File: src/rtl/divider_rs_scheduler.sv
// Two-requester round-robin front end for a repetitive-subtraction divider.
// Each CALC clock performs one compare/subtract step on a single shared datapath.
module divider_rs_scheduler #(
    parameter int WIDTH = 8
) (
    input  logic             clk,
    input  logic             rst,
    input  logic             req0_valid,
    output logic             req0_ready,
    input  logic [WIDTH-1:0] req0_dividend,
    input  logic [WIDTH-1:0] req0_divisor,
    input  logic             req1_valid,
    output logic             req1_ready,
    input  logic [WIDTH-1:0] req1_dividend,
    input  logic [WIDTH-1:0] req1_divisor,
    output logic             resp_valid,
    input  logic             resp_ready,
    output logic             resp_id,
    output logic [WIDTH-1:0] quotient,
    output logic [WIDTH-1:0] remainder,
    output logic             div_by_zero,
    output logic             busy
);

    typedef enum logic [1:0] {
        S_IDLE = 2'd0,
        S_CALC = 2'd1,
        S_DONE = 2'd2
    } state_t;

    state_t           r_state;
    logic             r_last_grant;
    logic [WIDTH-1:0] r_rem;
    logic [WIDTH-1:0] r_div;
    logic [WIDTH-1:0] r_quot;
    logic             r_id;
    logic             r_dbz;
    logic             r_resp_valid;

    logic             w_grant0;
    logic             w_grant1;
    logic             w_accept;
    logic             w_sel_id;
    logic [WIDTH-1:0] w_sel_dividend;
    logic [WIDTH-1:0] w_sel_divisor;

    // Round-robin grant; on a tie the requester not granted last wins.
    always_comb begin
        w_grant0 = 1'b0;
        w_grant1 = 1'b0;
        if (!rst && (r_state == S_IDLE)) begin
            w_grant0 = req0_valid && (!req1_valid || r_last_grant);
            w_grant1 = req1_valid && (!req0_valid || !r_last_grant);
        end else begin
            w_grant0 = 1'b0;
            w_grant1 = 1'b0;
        end
    end

    // Operand mux for the granted requester.
    always_comb begin
        w_accept       = w_grant0 || w_grant1;
        w_sel_id       = 1'b0;
        w_sel_dividend = {WIDTH{1'b0}};
        w_sel_divisor  = {WIDTH{1'b0}};
        if (w_grant1) begin
            w_sel_id       = 1'b1;
            w_sel_dividend = req1_dividend;
            w_sel_divisor  = req1_divisor;
        end else begin
            w_sel_id       = 1'b0;
            w_sel_dividend = req0_dividend;
            w_sel_divisor  = req0_divisor;
        end
    end

    // Scheduler FSM and divider datapath.
    always_ff @(posedge clk) begin
        if (rst) begin
            r_state      <= S_IDLE;
            r_last_grant <= 1'b1;
            r_rem        <= {WIDTH{1'b0}};
            r_div        <= {WIDTH{1'b0}};
            r_quot       <= {WIDTH{1'b0}};
            r_id         <= 1'b0;
            r_dbz        <= 1'b0;
            r_resp_valid <= 1'b0;
        end else begin
            case (r_state)
                S_IDLE: begin
                    if (w_accept) begin
                        r_rem        <= w_sel_dividend;
                        r_div        <= w_sel_divisor;
                        r_id         <= w_sel_id;
                        r_last_grant <= w_sel_id;
                        if (w_sel_divisor == {WIDTH{1'b0}}) begin
                            r_quot       <= {WIDTH{1'b1}};
                            r_dbz        <= 1'b1;
                            r_resp_valid <= 1'b1;
                            r_state      <= S_DONE;
                        end else begin
                            r_quot  <= {WIDTH{1'b0}};
                            r_state <= S_CALC;
                        end
                    end
                end
                S_CALC: begin
                    // Quotient cannot overflow: at most 2^WIDTH-1 subtractions.
                    if (r_rem >= r_div) begin
                        r_rem  <= r_rem - r_div;
                        r_quot <= r_quot + {{(WIDTH-1){1'b0}}, 1'b1};
                    end else begin
                        r_resp_valid <= 1'b1;
                        r_state      <= S_DONE;
                    end
                end
                S_DONE: begin
                    if (resp_ready) begin
                        r_resp_valid <= 1'b0;
                        r_dbz        <= 1'b0;
                        r_state      <= S_IDLE;
                    end
                end
                default: begin
                    r_state      <= S_IDLE;
                    r_resp_valid <= 1'b0;
                end
            endcase
        end
    end

    assign req0_ready  = w_grant0;
    assign req1_ready  = w_grant1;
    assign resp_valid  = r_resp_valid;
    assign resp_id     = r_id;
    assign quotient    = r_quot;
    assign remainder   = r_rem;
    assign div_by_zero = r_dbz;
    assign busy        = (r_state != S_IDLE);

endmodule

File: config.mk
export PLATFORM = sky130hd
export DESIGN_NAME = divider_rs_scheduler
export DESIGN_NICKNAME = d
export VERILOG_FILES = /design/src/rtl/divider_rs_scheduler.sv
export SDC_FILE = /design/constraint.sdc
export NUM_CORES = 1
export LEC_CHECK = 0
export ABC_AREA = 1
export CAP_MARGIN = 40
export CORE_MARGIN = 1.5
export CORE_UTILIZATION = 48
export CTS_CLUSTER_DIAMETER = 200
export DETAILED_ROUTE_END_ITERATION = 8
export PLACE_DENSITY = 0.82
export REMOVE_ABC_BUFFERS = 1
export SYNTH_ARGS = -nofsm -noshare
export SYNTH_HDL_FRONTEND = slang
export SYNTH_SLANG_ARGS = --single-unit
File: constraint.sdc
create_clock -name clk -period 2.8 [get_ports clk]
set_clock_uncertainty 0.2 [all_clocks]
set_input_delay 0.28 -clock clk [delete_from_list [all_inputs] [get_ports clk]]
set_output_delay 0.28 -clock clk [all_outputs]
set_load 0.01 [all_outputs]
==> results.cfg, run 1 <==
[run_status]
status = completed

[floorplanning]
dieArea_um2 = 4840
coreArea_um2 = 4320
start_util_pct = 49.2
std_cell_rows = 24
die_w_um = 69.6
io_pins = 59
die_h_um = 69.6

[global_routing]
overflow = 0
grt_max_degree = 28
grt_first_pass_wirelength_um = 9230
gr-usage-all-layers_pct = 22.8
grt_pass1_vias = 2184
antenna_found_initial = 0

[yosys]
synth_top_family_by_area = simple AND/OR/NAND/NOR gates
postSynthAreaPerCell_um2 = 6.26
synth_xor_area_share_pct = 0
syn_inst = 340
synth-simple-area-share_pct = 35.7
netlist-cell-type-count = 30
synth_top_cell_area_share_pct = 28.2
ys.warnings.count = 0
synth.area.mux_share_pct = 0
seq_area_frac_synth_pct = 28.2
synth_top_cells_by_area = dfxtp_1, nand2_1, inv_1, nor2_1, a21oi_1
synth_compound_area_share_pct = 18.0
synth-seq-cells = 30
syn_area_um2 = 2130
synth_adder_area_share_pct = 6.23
synth_top_area_cell = dfxtp_1

[cells_and_area]
layout_common_cells = nand2_1, clkdlybuf4s50_1, inv_1, nor2_1, a21oi_1
antenna_cells = 0
postLayoutCellArea_um2 = 2870
drive_gt1_share_pct = 7.02
layout_commonest_cell = nand2_1
area_delta_synth_final_pct = 34.7
nets = 446
fin_cells = 451

[clock_network]
postCtsSetupBuffers = 0
cts.hold.buffers_added = 0
tritoncts = yes
ctsResizeCount = 0
path_clk_slew_ns = 0.07
cts_sinks = 30
clockBufferDepth = 2
cts_buffers = 5
htree_num_levels = 2
clock-root-buffer = clkbuf_8
insertion_delay_ns = 0.28

[critical_path]
r2r-end = remainder[6]$_SDFFE_PP0P_
crit_path_end_kind = flop
cp.arrival_ns = 2.46
cp-endpoint = remainder[6]$_SDFFE_PP0P_
reg2reg_from = remainder[0]$_SDFFE_PP0P_
cpPeakStageDelay_ns = 0.37
r2r_slack_ns = 0.32
path_max_fanout = 11
crit_type = flop to flop
cpMostUsedCell = nand2_1
cp-start-kind = flop
worstPathRequired_ns = 2.77
crit_path_start = remainder[0]$_SDFFE_PP0P_
ff2ff_path_depth = 15
slowest_stage = fa_1
crit_chain = inv_1 > ha_1 > inv_1 > fa_1 > nand2_1 > nand2_1 > nand2_1 > nand2_1 > o21ai_0 > nand3_1 > inv_1 > nor2_2 > buf_4 > o21ai_1 > nor2_1

[routing]
ant_nets = 0
via_per_inst = 4.93
drc_errors = 0
vias = 2224
avgRoutedWirePerCell_um = 11.3
routed_wl_um = 5100
drt_iter0_markers = 122
drt_first_pass_iters = 4

[sta]
rsz0062_at_grt = false
fin_crit_sh_pct = 88.7
hold_viol_final = 0
setup_viol = 0
fmax_mhz = 403
slew_violations = 0
worst_pin_slew_ns = 0.441
finalSetupTns_ns = 0
slew_headroom_pct = 70.3
fin_crit_ns = 2.48

[placement]
io_buffers = 58
place_hpwl_um = 3790
gp_congestion = 0.894
placedCellCount = 444
post_dp_cell_area_um2 = 2750

[power]
leakage_uw = 0.00137
ir_drop_v = 0.000431
power.density_nw_per_um2 = 1010

[min_path]
min_path_type = flop to flop

[flow_run]
cap_violations = 0
-- cell usage after synthesis --
cell	count
nor2_4	1
buf_4	1
o22ai_1	2
nor2_2	3
nand3_1	14
nand2_2	2
a21oi_1	33
nor4_1	1
inv_1	50
buf_1	2
ha_1	9
fa_1	1
nand2_1	81
nor2_1	49
nand2_4	4
dfxtp_1	30
nand4_1	1
nor3_1	2
inv_2	2
a31oi_1	1
nor3_4	1
o21bai_1	4
buf_2	6
o21ai_0	30
nand3_2	1
nand3_4	1
nor2_8	2
buf_6	1
nand3b_1	1
o21ai_1	4
-- worst min path at each step --
| stage | from | to | slack, ns | cells past startpoint |
|---|---|---|---|---|
| 6_report | div_by_zero$_SDFFE_PP0P_ | div_by_zero$_SDFFE_PP0P_ | 0.25 | 2 |
| 2_1_floorplan | rst | remainder[3]$_SDFFE_PP0P_ | 0.15 | 1 |
| 3_3_place_gp | div_by_zero$_SDFFE_PP0P_ | div_by_zero$_SDFFE_PP0P_ | 0.24 | 2 |
| 5_1_grt | div_by_zero$_SDFFE_PP0P_ | div_by_zero$_SDFFE_PP0P_ | 0.29 | 2 |
| 3_5_place_dp | div_by_zero$_SDFFE_PP0P_ | div_by_zero$_SDFFE_PP0P_ | 0.25 | 2 |
| 4_1_cts | div_by_zero$_SDFFE_PP0P_ | div_by_zero$_SDFFE_PP0P_ | 0.25 | 2 |
-- cell type report --
cell class                 instances  area (µm²)
fill                             401        1460
multi-input combinational        248        1280
timing repair buffer              62         611
sequential                        30         601
inverter                          52         195
clock buffer                       6        82.6
tap                               52        65.1
clock inverter                     1        30.0
-- through the flow --
step	power [µW]	worst slack, ns	hold slack [ns]	utilization [%]
5_1_grt	3200	0.0720	0.295	66.3
3_3_place_gp	2390	0.334	0.239	63.5
2_1_floorplan	1860	0.576	0.149	-
4_1_cts	2890	0.275	0.255	66.1
6_report	2900	0.316	0.247	66.3
3_5_place_dp	2430	0.287	0.246	63.5
-- worst max-delay path: cells and delay by family (launching register included) --
family	cells	cell delay [ns]
AOI/OAI and AO/OA	2	0.35
and+or+nand+nor	7	0.58
DFF	1	0.32
buffers and inverters	4	0.39
adders and majority gates	2	0.52
-- logic make-up (layout without fill, tap and decap cells) --
| group | Yosys count | after routing |
|---|---|---|
| AOI/OAI and AO/OA | 74 | 74 |
| adders and majority gates | 10 | 10 |
| buffers and inverters | 62 | 121 |
| DFF | 30 | 30 |
| and+or+nand+nor | 164 | 164 |
-- report_power, final --
group,leakage [µW],internal [µW],switching (µW)
combinational,0.00106,707,1060
clock,0.0000573,284,162
sequential,0.000247,567,122
total,0.00137,1560,1340
-- flip-flops by register name, summed over array words and instances, names as in the netlist --
register / cells
quotient: 8
r_div: 8
remainder: 8
r_state: 2
div_by_zero: 1
r_last_grant: 1
resp_id: 1
resp_valid: 1
-- metal layers --
metal	share of wire (%)	up-vias	global-route usage, %
li1	-	1193	-
met1	43	949	28.5
met2	49	75	39.6
met3	6.4	7	4.51
met4	1.1	0	6.32
met5	0	-	0
No activity file was read; power rests on OpenSTA's default activity.
==> run 2: changes to the inputs <==
Settings changed: CAP_MARGIN 40 to 20.
==> results of run 2 <==
Same layout as run 1: the final DEF is identical, and so are final timing and power.
==> run 3: changes to the inputs <==
Settings changed: SKIP_CTS_REPAIR_TIMING from default to 1.
==> results of run 3 <==
Same layout as run 1: the final DEF is identical, and so are final timing and power.
